===== src/rtl/ps2_pkg.sv =====
// Shared constants and types for the PS/2 keyboard decoder.
// Holds byte codes, the frame FSM state enum and event-word field indices.
package ps2_pkg;

    localparam logic [7:0] PS2_EXT   = 8'hE0;
    localparam logic [7:0] PS2_BRK   = 8'hF0;
    localparam logic [7:0] PS2_PAUSE = 8'hE1;

    localparam logic [7:0] PS2_DROP_00 = 8'h00;
    localparam logic [7:0] PS2_DROP_AA = 8'hAA;
    localparam logic [7:0] PS2_DROP_EE = 8'hEE;
    localparam logic [7:0] PS2_DROP_FA = 8'hFA;
    localparam logic [7:0] PS2_DROP_FE = 8'hFE;
    localparam logic [7:0] PS2_DROP_FF = 8'hFF;

    localparam int KEY_TOG = 10;
    localparam int KEY_PRS = 9;
    localparam int KEY_EXT = 8;

    typedef enum logic [1:0] {
        IDLE   = 2'd0,
        DATA   = 2'd1,
        PARITY = 2'd2,
        STOP   = 2'd3
    } ps2_state_t;

    // Protocol bytes (ack, self-test, echo, resend, errors) never map to keys.
    function automatic logic ps2_is_drop(input logic [7:0] b);
        return (b == PS2_DROP_00) || (b == PS2_DROP_AA) ||
               (b == PS2_DROP_EE) || (b == PS2_DROP_FA) ||
               (b == PS2_DROP_FE) || (b == PS2_DROP_FF);
    endfunction

endpackage


===== src/rtl/ps2_key_decoder_filter.sv =====
// ps2_line_filter: 2-flop synchroniser plus a stability filter for one line.
// Ports: clk_sys, reset_n (async low), i_line (raw pin), o_line (filtered).
module ps2_line_filter #(
    parameter int FILTER_LEN = 8
) (
    input  logic clk_sys,
    input  logic reset_n,
    input  logic i_line,
    output logic o_line
);

    localparam int CW = $clog2(FILTER_LEN + 1);

    logic          r_meta;
    logic          r_sync;
    logic          r_out;
    logic [CW-1:0] r_cnt;

    // Output flips only after FILTER_LEN consecutive samples disagree with it.
    always_ff @(posedge clk_sys or negedge reset_n) begin
        if (!reset_n) begin
            r_meta <= 1'b1;
            r_sync <= 1'b1;
            r_out  <= 1'b1;
            r_cnt  <= '0;
        end else begin
            r_meta <= i_line;
            r_sync <= r_meta;
            if (r_sync == r_out) begin
                r_cnt <= '0;
            end else if (r_cnt == CW'(FILTER_LEN - 1)) begin
                r_out <= r_sync;
                r_cnt <= '0;
            end else begin
                r_cnt <= r_cnt + 1'b1;
            end
        end
    end

    assign o_line = r_out;

endmodule


===== src/rtl/ps2_key_decoder.sv =====
// PS/2 keyboard deserialiser producing the 11-bit ps2_key event word.
// Ports: clk_sys, reset_n, ps2_clk, ps2_dat in; ps2_key, key_stb, frame_err out.
module ps2_key_decoder
    import ps2_pkg::*;
#(
    parameter int FILTER_LEN  = 8,
    parameter int TIMEOUT_CYC = 96000
) (
    input  logic        clk_sys,
    input  logic        reset_n,
    input  logic        ps2_clk,
    input  logic        ps2_dat,
    output logic [10:0] ps2_key,
    output logic        key_stb,
    output logic        frame_err
);

    localparam int TW = $clog2(TIMEOUT_CYC + 1);

    logic w_clk_f;
    logic w_dat_f;
    logic w_fall;
    logic w_tmo_hit;
    logic w_err;
    logic w_byte_vld;

    logic          r_clk_prev;
    ps2_state_t    r_state;
    ps2_state_t    w_next;
    logic [7:0]    r_shift;
    logic [2:0]    r_bitcnt;
    logic          r_par_ok;
    logic [TW-1:0] r_tmo;

    logic [10:0] r_key;
    logic        r_stb;
    logic        r_err;
    logic        r_ext;
    logic        r_rel;
    logic [2:0]  r_skip;

    ps2_line_filter #(.FILTER_LEN(FILTER_LEN)) u_clk_filt (
        .clk_sys (clk_sys),
        .reset_n (reset_n),
        .i_line  (ps2_clk),
        .o_line  (w_clk_f)
    );

    ps2_line_filter #(.FILTER_LEN(FILTER_LEN)) u_dat_filt (
        .clk_sys (clk_sys),
        .reset_n (reset_n),
        .i_line  (ps2_dat),
        .o_line  (w_dat_f)
    );

    always_ff @(posedge clk_sys or negedge reset_n) begin
        if (!reset_n) begin
            r_clk_prev <= 1'b1;
        end else begin
            r_clk_prev <= w_clk_f;
        end
    end

    assign w_fall = r_clk_prev & ~w_clk_f;

    // An accepted edge in the terminal cycle takes priority over the timeout.
    assign w_tmo_hit = (r_state != IDLE) && !w_fall &&
                       (r_tmo == TW'(TIMEOUT_CYC - 1));

    always_ff @(posedge clk_sys or negedge reset_n) begin
        if (!reset_n) begin
            r_state <= IDLE;
        end else begin
            r_state <= w_next;
        end
    end

    always_comb begin
        w_next     = r_state;
        w_err      = 1'b0;
        w_byte_vld = 1'b0;
        if (w_tmo_hit) begin
            w_next = IDLE;
            w_err  = 1'b1;
        end else if (w_fall) begin
            unique case (r_state)
                IDLE: begin
                    if (!w_dat_f) begin
                        w_next = DATA;
                    end else begin
                        w_err = 1'b1;
                    end
                end
                DATA: begin
                    if (r_bitcnt == 3'd7) begin
                        w_next = PARITY;
                    end
                end
                PARITY: begin
                    w_next = STOP;
                end
                STOP: begin
                    w_next = IDLE;
                    if (w_dat_f && r_par_ok) begin
                        w_byte_vld = 1'b1;
                    end else begin
                        w_err = 1'b1;
                    end
                end
                default: w_next = IDLE;
            endcase
        end
    end

    always_ff @(posedge clk_sys or negedge reset_n) begin
        if (!reset_n) begin
            r_shift  <= '0;
            r_bitcnt <= '0;
            r_par_ok <= 1'b0;
            r_tmo    <= '0;
        end else begin
            if (w_fall || (r_state == IDLE)) begin
                r_tmo <= '0;
            end else begin
                r_tmo <= r_tmo + 1'b1;
            end
            if (w_fall) begin
                case (r_state)
                    IDLE: begin
                        r_bitcnt <= '0;
                    end
                    DATA: begin
                        r_shift  <= {w_dat_f, r_shift[7:1]};
                        r_bitcnt <= r_bitcnt + 1'b1;
                    end
                    PARITY: begin
                        // Odd parity: data plus parity bit hold an odd count of ones.
                        r_par_ok <= ^{r_shift, w_dat_f};
                    end
                    default: ;
                endcase
            end
        end
    end

    always_ff @(posedge clk_sys or negedge reset_n) begin
        if (!reset_n) begin
            r_key  <= '0;
            r_stb  <= 1'b0;
            r_err  <= 1'b0;
            r_ext  <= 1'b0;
            r_rel  <= 1'b0;
            r_skip <= '0;
        end else begin
            r_stb <= 1'b0;
            r_err <= w_err;
            if (w_byte_vld) begin
                // Pause emits a fixed 8-byte burst; swallow the 7 after E1.
                if (r_skip != 3'd0) begin
                    r_skip <= r_skip - 1'b1;
                end else if (r_shift == PS2_PAUSE) begin
                    r_skip <= 3'd7;
                end else if (r_shift == PS2_EXT) begin
                    r_ext <= 1'b1;
                end else if (r_shift == PS2_BRK) begin
                    r_rel <= 1'b1;
                end else if (ps2_is_drop(r_shift)) begin
                    r_ext <= 1'b0;
                    r_rel <= 1'b0;
                end else begin
                    r_key[KEY_TOG] <= ~r_key[KEY_TOG];
                    r_key[KEY_PRS] <= ~r_rel;
                    r_key[KEY_EXT] <= r_ext;
                    r_key[7:0]     <= r_shift;
                    r_stb          <= 1'b1;
                    r_ext          <= 1'b0;
                    r_rel          <= 1'b0;
                end
            end else if (w_err) begin
                r_ext <= 1'b0;
                r_rel <= 1'b0;
            end
        end
    end

    assign ps2_key   = r_key;
    assign key_stb   = r_stb;
    assign frame_err = r_err;

endmodule


===== config.mk =====
export PLATFORM = sky130hd
export DESIGN_NAME = ps2_key_decoder
export DESIGN_NICKNAME = d
export VERILOG_FILES = /design/src/rtl/ps2_pkg.sv /design/src/rtl/ps2_key_decoder_filter.sv /design/src/rtl/ps2_key_decoder.sv
export SDC_FILE = /design/constraint.sdc
export NUM_CORES = 1
export LEC_CHECK = 0
export CORE_MARGIN = 5
export CORE_UTILIZATION = 60
export CTS_CLUSTER_DIAMETER = 100
export CTS_CLUSTER_SIZE = 28
export DETAILED_ROUTE_END_ITERATION = 16
export HOLD_SLACK_MARGIN = 0.02
export PLACE_DENSITY = 0.77
export SETUP_SLACK_MARGIN = 0.3
export SLEW_MARGIN = 0
export SYNTH_ARGS = -nofsm -noshare
export SYNTH_HDL_FRONTEND = slang
export SYNTH_SLANG_ARGS = --single-unit

===== constraint.sdc =====
create_clock -name clk_sys -period 6 [get_ports clk_sys]
set_clock_uncertainty 0.1 [all_clocks]
set_input_delay 1.8 -clock clk_sys [delete_from_list [all_inputs] [get_ports clk_sys]]
set_output_delay 1.8 -clock clk_sys [all_outputs]
set_load 0.01 [all_outputs]

Word level (Yosys, flattened, before mapping):

Cells that the tools add are included.

* bitwise gates (word level): 11
* $add $sub $neg: 5
* muxes and demuxes: 39
* eq/ne operators: 23
* reductions and logical operators: 29

Operator list (number)
* 8-bit == test (second input constant): 8
* 1-bit two-way mux: 25
* 17-bit by 1-bit adder with 17-bit output (second input constant): 1
* 17-bit == test (second input constant): 1
* 17-bit two-way mux: 1
* 4-bit two-way mux: 4
* 2-bit AND reduction: 6
* 1-bit NOT: 10
* 2-bit nonzero test: 5
* 3-bit != test (second input constant): 3
* 9-bit XOR reduction: 1
* 4-bit by 1-bit adder with 4-bit output (second input constant): 2
* 4-bit by 3-bit == test with 1-bit output (second input constant): 2
* 8-bit zero test: 1
* 2-bit two-way mux: 4
* 2-bit one-hot mux with 4 select lines: 1
* 4-bit AND reduction: 2
* 1-bit logical OR: 6
* 3-bit two-way mux: 2
* 2-bit != test (second input constant): 3
* 3-bit one-hot mux with 2 select lines: 1
* 6-bit AND reduction: 1
* 2-bit == test (second input constant): 2
* 3-bit by 1-bit adder with 3-bit output (second input constant): 1
* other kinds (11): 14

* output and inout port bits: 13
* register bits: 64
* input bits: 4

Depth between registers and ports, before layout:

Gate-level depths: netlist of run 1.

* depth after elaboration: 12
* mapped depth: 8

By module:

Synthesis of run 1 repeated with hierarchy kept, for this count alone.

* cell total of the unflattened synthesis: 255
* area total of the unflattened synthesis: 3002.9 um2

Modules (own cells, without submodules)
* ps2_key_decoder: area each 2442.3 um2, times used 1, cells an instance 216
* ps2_line_filter at u_dat_filt: area each 289.0 um2, times used 1, cells an instance 19
* ps2_line_filter at u_clk_filt: area each 271.5 um2, times used 1, cells an instance 20

Worst setup path before layout of run 1:

Ideal clock, no wire load.

* path kind: register to output
* start: reg r_key[10] (netlist: ps2_key[10])
* end: out ps2_key[10]
* buffers on the path: 0
* stages on the path, launching flop included: 1
* arrival: 0.393 ns
* slack: 3.707 ns
* cell sequence: dfrtp_1

RTL lines
* from (decl): line ps2_key_decoder.sv:35 `logic [10:0] r_key;`
* from (signal, indexed assignment): line ps2_key_decoder.sv:171 `r_key[KEY_TOG] <= ~r_key[KEY_TOG];`
* from (signal, indexed assignment): line ps2_key_decoder.sv:172 `r_key[KEY_PRS] <= ~r_rel;`
* from (signal, indexed assignment): line ps2_key_decoder.sv:173 `r_key[KEY_EXT] <= r_ext;`
* to (decl): line ps2_key_decoder.sv:13 `output logic [10:0] ps2_key,`

No word-level cell between the ends.

Worst setup path after layout of run 1:

* start: reg r_key[4] (netlist: ps2_key[4])
* end: out ps2_key[4]

No word-level cell between the ends.

==> results of run 1 <==
## per-layer routing
layer | global-route usage | up-vias | share of wire
met5 | 0 | - | 0
met4 | 0.105 | 0 | 0.024
met3 | 0.0527 | 12 | 0.044
met2 | 0.293 | 35 | 0.49
met1 | 0.204 | 928 | 0.45
li1 | - | 944 | -
## placed cells by master, fill, tap and decap left out, drive strengths merged, types with 2 or more instances in the layout
master,n
dfrtp,57
nor3b,2
mux2,20
nor2,25
clkdlybuf4s50,15
and3,6
xor2,11
dfstp,7
buf,2
a2111oi,2
clkbuf,13
nand2,22
inv,14
a21oi,3
o21ai,14
bufinv,2
a21boi,2
nor3,8
nor2b,3
a32o,2
xnor2,17
ha,11
and4,2
nand3,10
nand4,4
## stage by stage
stage	hold slack, ns	std cells	area, um^2	power, mW
5_1_grt	0.264	356	3420	1.23
3_3_place_gp	0.246	340	3200	0.749
4_1_cts	0.258	356	3420	1.18
6_report	0.256	356	3420	1.16
3_5_place_dp	0.248	340	3200	0.760
2_1_floorplan	0.245	264	3000	0.710
## final cells by class
class / instances / area share
clock buffers: 13 / 0.0465
clock inverters: 3 / 0.0190
inverters: 14 / 0.0154
multi-input cells: 178 / 0.376
flip-flops and latches: 64 / 0.471
well taps: 67 / 0.0245
repair buffers: 17 / 0.0475
## state kept, by name (all words and copies together) (netlist names), 2 cells and up
name	count
ps2_key	11
r_skip	3
r_state	2
r_bitcnt	3
u_clk_filt.r_cnt	4
u_dat_filt.r_cnt	4
r_shift	8
r_tmo	17
## kinds of logic after synthesis
logic type / count (synthesis) / synth area share
AND/OR/NAND/NOR: 89 / 0.150
flip-flops: 64 / 0.538
AO/OA/AOI/OAI: 30 / 0.0685
XOR/XNOR: 28 / 0.0819
buffers and inverters: 22 / 0.0326
multiplexers: 20 / 0.0840
adder cells (fa/ha/maj): 11 / 0.0459
## report_power, final
group	internal, mW	switching (mW)	leakage, nW	total, mW
registers	0.488	0.0517	0.858	0.540
logic	0.0879	0.121	0.627	0.209
clock network	0.256	0.154	0.114	0.411
## worst max-delay path by stage
stage	to	slack (ns)	depth (start not counted)
after floorplan	ps2_key[10]	3.71	0
after global placement	ps2_key[10]	3.23	1
after detailed placement	ps2_key[10]	3.22	1
after CTS	ps2_key[10]	2.85	1
after global routing	ps2_key[8]	2.82	1
final	ps2_key[4]	2.87	1
==> results.md, run 1 <==
* Status: completed
* Final Core Density at 0.715
* Largest stage delay on the critical path at 0.54 ns
* Via count at 1919
* Slew @ Worst Pin at 0.785 ns
* Post-route setup slack at 2.87 ns
* Buf/Inv on CP at 1
* Mapped cell area at 3000 um^2
* DR pass1 iterations at 4
* # clock sinks at 64
* Post-CTS Resized at 0
* Crit path max-delay family: buffers and inverters
* Port bufs at 16
* R2R depth at 5
* Std-Cell Rows at 25
* GRT Total Usage at 0.178
* Final min period at 3.13 ns
* Initial antenna violation count at 0
* WL/cell at roughly 13 um
* Worst Path Max Fanout at 2
* Hold endpoint: u_clk_filt.r_sync
* FILL cells at 364
* Share of the cycle needed by the critical path after routing at 0.521
* Reg area at 1610 um^2
* Max Cap Viol at 0
* Worst r2r dst: ps2_key[9]
* IO Count at 17
* Place WS at 3.22 ns
* CTS clock-pin slew for the worst setup and hold paths at 0.07 ns
* CTS Root Cell: clkbuf_8
* Syn_nets at 279
* CP Launch Type: flip-flop
* RSZ-0062 raised after global routing: no
* Most instantiated cells after synthesis: 57 x dfrtp_1, 25 x nor2_1, 22 x nand2_1
* Final setup violation count at 0
* Area of the multi-input gates at 1290 um^2
* Gpl congestion at 0.797
* Synth area leader: dfrtp_1
* Vias in the first global route at 2011
* Ranking of synthesized cells by area: dfrtp_1 48%, dfstp_2 6.1%, xnor2_1 5.0%
* Chip Height at 80.7 um
* Final ANT Viol Nets at 0
* Syn_area_per_cell at 11.3 um^2
* DR iter-0 viols at 46
* Main synth FF type: dfrtp_1
* Flop2flop setup slack at between 3 and 4 ns
* Synth Warn # at 0
* Diode count at 0
* Hold path depth at 0
* Area Growth Syn to Fin at 14.2%
* Required time of the critical path at ~4.1 ns
* Via-to-Cell Ratio at between 5 and 6
* Fmax at approximately 0.32 GHz
* P_leak at about 1.6 nW
* Relative slew margins at 0.477
* Setup tns final at 0 ns
* CTS buffer count at 9
* Layout cells sized above 1 at 0.170
* Fin nets at 299
* Most frequent cell after synthesis: dfrtp_1
* DRC viols at 0
* Seq/Total Area, Yosys at 0.538
* H-Tree Depth at 3
* Worst EP arrival at 1.23 ns
* Crit-path cells: clkdlybuf4s50_1
* Min-delay worst type: flip-flop to flip-flop
* Dpl hpwl at 3170 um
* Hold path startpoint: u_clk_filt.r_meta
* Slowest CP cell: clkdlybuf4s50_1
* Hold bufs inserted after CTS at 0
* CTS tree: done
* Core Region at 4790 um^2
* Critical Path Source: ps2_key[4]
* Later-pin clock latency in the skew report at 0.34 ns
* CTS Buffer Depth at 2
* CP Class: flip-flop to output pin
* Routed WL at 4790 um
* Hold Fails Final Rpt at 0
* Number of synthesized register bits at 64
* Worst reg2reg path startpoint: r_clk_prev
* PwrDens at 339 nW/um^2
* Max VDD drop at 0.225 mV
* Pin count of the biggest net entering global routing at 65
* Setup repair bufs after CTS at 0
* Mapped Cells at 264
* EDFF count, synth at 0
* Synth top area share at 0.476
* Max-slew violations at 0
* Die width at 80.7 um
* First-pass GRT wire length at 8740 um
* Die area at 6510 um^2
* Initial Util at 0.626
* Count of cell types in the netlist at 43
* Worst Setup End Kind: output pin
* Total gr overflow at 0
* Post-synth ARST share at 1.00
Note: power is estimated with default switching activity, not from simulation.
==> run 2: changes to the inputs <==
--- a/config.mk
+++ b/config.mk
@@ -6,12 +6,12 @@
 export NUM_CORES = 1
 export LEC_CHECK = 0
 export CORE_MARGIN = 5
-export CORE_UTILIZATION = 60
+export CORE_UTILIZATION = 59
 export CTS_CLUSTER_DIAMETER = 100
 export CTS_CLUSTER_SIZE = 28
 export DETAILED_ROUTE_END_ITERATION = 16
 export HOLD_SLACK_MARGIN = 0.02
-export PLACE_DENSITY = 0.77
+export PLACE_DENSITY = 0.76
 export SETUP_SLACK_MARGIN = 0.3
 export SLEW_MARGIN = 0
 export SYNTH_ARGS = -nofsm -noshare
==> constraint.sdc (replaced) <==
create_clock -name clk_sys -period 3.16 [get_ports clk_sys]
set_clock_uncertainty 0.1 [all_clocks]
set_input_delay 0.948 -clock clk_sys [delete_from_list [all_inputs] [get_ports clk_sys]]
set_output_delay 0.948 -clock clk_sys [all_outputs]
set_load 0.01 [all_outputs]
==> run 2 against run 1 <==
  * First-iteration DRC count is 59% higher
  * Critical path depth up 4
  * Power increased by 77%
  * Sequential share of layout area grew 0.33 points
==> results.md, run 2 (synthesized netlist as in run 1, its figures left out) <==
* Status: completed
* Post-CTS Resized at 0 (unchanged)
* PwrDens at 605 nW/um^2 (+78%)
* Worst Path Max Fanout at 13 (+11)
* CP Class: flip-flop to flip-flop
* Fmax at between 0.4 and 0.5 GHz
* CTS Buffer Depth at 2 (unchanged)
* Area Growth Syn to Fin at 13.4%
* Std-Cell Rows at 26 (+4.0%)
* Max Cap Viol at 0 (unchanged)
* Max-slew violations at 0 (unchanged)
* Via count at 1910 (-0.47%)
* Setup repair bufs after CTS at 0 (unchanged)
* Max VDD drop at 0.347 mV (+54%)
* Pin count of the biggest net entering global routing at 65 (unchanged)
* Final Core Density at 0.678 (-0.0367)
* Fin nets at 300 (+0.33%)
* P_leak at 1.59 nW (-0.89%)
* Switching Share at 0.306 (+0.0235)
* CTS clock-pin slew for the worst setup and hold paths at 0.07 ns (about the same)
* Die width at 81.3 um (+0.74%)
* RSZ-0062 raised after global routing: no
* P_int at 1.43 mW (+71%)
* Slew @ Worst Pin at 0.750 ns (-0.0354 ns)
* CTS buffer count at 9 (unchanged)
* Final setup violation count at 0 (unchanged)
* First-pass GRT wire length at 8430 um (-3.6%)
* Total gr overflow at 0 (unchanged)
* Layout cells sized above 1 at 0.172 (+0.00286)
* Most frequent cells in the layout: 57 x dfrtp_1, 25 x nor2_1, 22 x nand2_1
* Worst Setup End Kind: flip-flop
* CP Launch Type: flip-flop
* Relative slew margins at 0.500 (+0.0235)
* FILL cells at 380 (+4.4%)
* Comb power frac at 0.198 (+0.018)
* DR pass1 iterations at 4 (unchanged)
* Commonest non-fill, non-tap cell in the layout: dfrtp_1
* Hold WS at 0.257 ns (+0.000711 ns)
* CTS Root Cell: clkbuf_8
* GRT Total Usage at 0.171 (-0.00678)
* Port bufs at 16 (unchanged)
* Final min period at around 2.5 ns
* Initial Util at 0.598 (-0.0280)
* Dpl hpwl at 3220 um (+1.4%)
* IO Count at 17 (unchanged)
* Min-delay worst type: flip-flop to flip-flop
* Share of the cycle needed by the critical path after routing at 0.780
* Max reg flops at 17 (unchanged)
* CTS tree: done
* Diode count at 0 (unchanged)
* Design Power at 2.05 mW (+77%)
* Core Region at 5010 um^2 (+4.7%)
* Hold Fails Final Rpt at 0 (unchanged)
* Routed WL at 4800 um (+0.19%)
* Chip Height at 81.3 um (+0.74%)
* WL/cell at 13.3 um (-0.93%)
* DRC viols at 0 (unchanged)
* Hold bufs inserted after CTS at 0 (unchanged)
* Vias in the first global route at 1907 (-5.2%)
* DR iter-0 viols at 73 (+59%)
* # clock sinks at 64 (unchanged)
* Later-pin clock latency in the skew report at 0.33 ns (about the same)
* H-Tree Depth at 3 (unchanged)
* Clock group share of total power at 0.304 (-0.050)
* Final ANT Viol Nets at 0 (unchanged)
* Die area at 6600 um^2 (+1.5%)
* Sw Pwr at 0.628 mW (+92%)
* Worst EP arrival at 2.58 ns (+1.35 ns)
* Largest register by flop count: r_tmo
* Gpl congestion at 0.858 (+7.6%)
* Initial antenna violation count at 0 (unchanged)
* Required time of the critical path at 3.27 ns (-0.83 ns)
* Flop pwr share at 0.499 (+0.034)
* Setup tns final at 0 ns (unchanged)
* Via-to-Cell Ratio at 5.31 (-1.6%)
-- run 2: cell count changes in the layout (fill, tap and decap cells not counted), sizes merged --
cell and delta:
clkinvlp +1, buf +1, clkinv +1, bufinv -2
-- run 2: final timing paths --
path / from / to / slack (ns) / depth (start not counted)
max in group asynchronous: reset_n / u_dat_filt.o_line / 2.13 / 2
worst min register to register: u_clk_filt.r_meta / u_clk_filt.r_sync / 0.26 / 0
worst max register to register: r_shift[4] / ps2_key[1] / 0.70 / 5
worst min-delay path: u_clk_filt.r_meta / u_clk_filt.r_sync / 0.26 / 0
min in group asynchronous: reset_n / ps2_key[3] / 0.52 / 2
worst max-delay path: r_shift[4] / ps2_key[1] / 0.70 / 5
-- run 2: critical path: stages (launching register included) --
cell      delay, ns
dfrtp_1        0.51
or4_1          0.55
nor2_1         0.10
a311oi_1       0.06
o21ai_2        0.61
mux2_2         0.41
-- run 2: area by class of cell --
cell class                      count  area (um^2)  area share
Inverter                           14         52.6      0.0155
Timing Repair Buffer               18          183      0.0538
Tap cell                           70         87.6      0.0258
Multi-Input combinational cell    178         1290       0.379
Clock inverter                      3         17.5     0.00516
Sequential cell                    64         1610       0.474
Clock buffer                       13          159      0.0468
-- run 2: layer usage --
layer,part of all wire,global-route usage,vias up
li1,-,-,946
met1,0.45,0.203,910
met2,0.48,0.276,40
met3,0.044,0.0499,14
met4,0.026,0.0997,0
met5,0,0,-
-- run 2: metrics by stage --
stage	cell area [um^2]	std cells	setup WS, ns
after floorplan	3000	264	1.11
after global placement	3220	344	0.778
after detailed placement	3220	344	0.706
after CTS	3400	360	0.699
after global routing	3400	360	0.611
final	3400	360	0.695
-- run 2: power groups by stage --
| stage | Sequential [mW] | Clock (mW) | Combinational [mW] |
|---|---|---|---|
| 2_1_floorplan | 0.997 | 0 | 0.352 |
| 3_3_place_gp | 1.03 | 0 | 0.401 |
| 3_5_place_dp | 1.04 | 0 | 0.411 |
| 4_1_cts | 1.02 | 0.639 | 0.415 |
| 5_1_grt | 1.04 | 0.683 | 0.473 |
| 6_report | 1.02 | 0.624 | 0.406 |
==> run 3: changes to the inputs <==
==> constraint.sdc (replaced) <==
create_clock -name clk_sys -period 2.4 [get_ports clk_sys]
set_clock_uncertainty 0.1 [all_clocks]
set_input_delay 0.72 -clock clk_sys [delete_from_list [all_inputs] [get_ports clk_sys]]
set_output_delay 0.72 -clock clk_sys [all_outputs]
set_load 0.01 [all_outputs]
==> run 3 against run 2 <==
  * Sequential share of layout area shrank 2.2 points
  * Final area increased by 5.0%
  * Fmax rose by 20%
  * Largest cell class unchanged
  * Combinational power grew 36%
  * Sequential cell count is the same
  * Worst hold slack got worse by 0.035 ns
  * Die area unchanged
  * Critical path depth rose by 1
  * Wire length grew 5.7%
==> results.md, run 3 (synthesized netlist as in run 1, its figures left out) <==
* Critical Path Source: r_shift[2]
* Slowest CP cell: dfrtp_2
* PwrDens at 792 nW/um^2 (+31%)
* Area Growth Syn to Fin at 19.1%
* Hold bufs inserted after CTS at 0 (unchanged)
* P_leak at 1.68 nW (+5.7%)
* Share of the cycle needed by the critical path after routing at 0.858 (+0.0779)
* CTS Root Cell: clkbuf_8
* Switching Share at 0.295 (-0.0105)
* DRC viols at 0 (unchanged)
* CTS buffer count at 9 (unchanged)
* Port bufs at 16 (unchanged)
* Largest stage delay on the critical path at 0.45 ns (-0.16 ns)
* Final setup violation count at 0 (unchanged)
* IO Count at 17 (unchanged)
* Largest register by flop count: r_tmo
* Layout cells sized above 1 at 0.234 (+0.0617)
* # clock sinks at 64 (unchanged)
* Via-to-Cell Ratio at 5.28 (-0.45%)
* H-Tree Depth at 3 (unchanged)
* R2R depth at 6 (+1)
* Place WS at 0.0115 ns (-0.695 ns)
* Final min period at 2.06 ns (-0.406 ns)
* Commonest non-fill, non-tap cell in the layout: dfrtp_1
* Final ANT Viol Nets at 0 (unchanged)
* Flop2flop setup slack at 0.34 ns (-0.35 ns)
* FILL cells at 345 (-9.2%)
* Diode count at 0 (unchanged)
* Worst Path Max Fanout at 7 (-6)
* First-pass GRT wire length at 8830 um (+4.7%)
* Comb power frac at 0.195 (-0.003)
* Fmax at 0.486 GHz (+20%)
* Worst reg2reg path startpoint: r_shift[2]
* CTS Buffer Depth at 2 (unchanged)
* Chip Height at 81.3 um (unchanged)
* Core Region at 5010 um^2 (unchanged)
* CP Class: flip-flop to flip-flop
* Total gr overflow at 0 (unchanged)
* Max reg flops at 17 (unchanged)
* Hold Fails Final Rpt at 0 (unchanged)
* Later-pin clock latency in the skew report at 0.34 ns (about the same)
* WL/cell at 13.7 um (+3.1%)
* Sw Pwr at 0.833 mW (+33%)
* DR pass1 iterations at 4 (unchanged)
* Setup tns final at 0 ns (unchanged)
* Gpl congestion at 0.799 (-6.9%)
* Most frequent cells in the layout: 54 x dfrtp_1, 25 x nor2_1, 22 x nand2_1
* Pin count of the biggest net entering global routing at 47 (-28%)
* Hold WS at 0.222 ns (-0.0352 ns)
* Placed Area at 3240 um^2 (+0.70%)
* CP Launch Type: flip-flop
* Status: completed
* Dpl hpwl at 3330 um (+3.6%)
* Max-slew violations at 0 (unchanged)
* Std-Cell Rows at 26 (unchanged)
* Min-delay worst type: input pin to asynchronous set/reset pin
* Max VDD drop at 0.493 mV (+42%)
* Fin nets at 309 (+3.0%)
* Worst Setup End Kind: flip-flop
* Flop pwr share at 0.478 (-0.021)
* Initial Util at 0.598 (unchanged)
* Via count at 1949 (+2.0%)
* Buf/Inv on CP at 1 (+1)
* Post-route setup slack at 0.341 ns (-0.354 ns)
* Die width at 81.3 um (unchanged)
* Clock group share of total power at 0.327 (+0.023)
* Max Cap Viol at 0 (unchanged)
* DR iter-0 viols at 96 (+32%)
* CTS clock-pin slew for the worst setup and hold paths at 0.06 ns (about the same)
* Initial antenna violation count at 0 (unchanged)
* Worst r2r dst: ps2_key[2]
* CTS tree: done
* Design area at 3570 um^2 (+5.0%)
* RSZ-0062 raised after global routing: yes
* Setup crit end: ps2_key[2]
* Crit path max-delay family: compound AO/OA/AOI/OAI gates
* Worst EP arrival at 2.18 ns (-0.40 ns)
* Required time of the critical path at 2.52 ns (-0.75 ns)
* Relative slew margins at 0.692 (+0.192)
* Slew @ Worst Pin at 0.457 ns (-0.293 ns)
* Vias in the first global route at 1934 (+1.4%)
* P_int at 1.99 mW (+40%)
* Total stage count of the critical path at 6 (+1)
* Die area at 6600 um^2 (unchanged)
* Routed WL at 5070 um (+5.7%)
* Crit-path cells: or3_4 > o32ai_2 > a311oi_2 > o21ai_4 > buf_6 > mux2_2
* Design Power at 2.82 mW (+38%)
* GRT Total Usage at 0.178 (+0.00654)
[run 3: power groups by stage]
stage               clock [mW]  sequential [mW]  combinational, mW
floorplan                    0             1.31              0.463
global placement             0             1.36              0.524
detailed placement           0             1.37              0.541
CTS                      0.940             1.35              0.548
global route             0.989             1.37              0.635
finish                   0.924             1.35              0.551
[run 3: cell type report]
class                      instances  area [um^2]  share of cell area
sequential                        64         1610               0.452
clock buffer                      13          159              0.0445
multi-input combinational        178         1360               0.380
inverter                          14         52.6              0.0147
tap                               70         87.6              0.0245
clock inverter                     3         40.0              0.0112
timing repair buffer              27          260              0.0729
[run 3: worst min path at each step]
stage | cells past startpoint | to
after CTS | 1 | u_dat_filt.r_cnt[2]
after detailed placement | 0 | u_clk_filt.r_sync
after global placement | 0 | u_clk_filt.r_sync
after floorplan | 0 | u_clk_filt.r_sync
after global routing | 1 | u_dat_filt.r_cnt[2]
final | 1 | u_dat_filt.r_cnt[2]
[run 3: routing by layer]
| layer | wire length (um) | vias to the layer above | global-route usage | part of all wire |
|---|---|---|---|---|
| met1 | 2280 | 934 | 0.224 | 0.45 |
| li1 | - | 967 | - | - |
| met5 | 0 | - | 0 | 0 |
| met2 | 2470 | 35 | 0.277 | 0.49 |
| met3 | 214 | 13 | 0.0432 | 0.042 |
| met4 | 108 | 0 | 0.106 | 0.021 |
[run 3: per-stage QoR]
stage / util / std cells
2_1_floorplan: - / 264
3_3_place_gp: 0.647 / 347
3_5_place_dp: 0.647 / 347
4_1_cts: 0.697 / 366
5_1_grt: 0.712 / 369
6_report: 0.712 / 369
[run 3: timing repair]
action	CTS	global route
pin swaps	1	3
endpoints found under the setup margin	12	14
resized for setup	5	13
buffers inserted	3	3
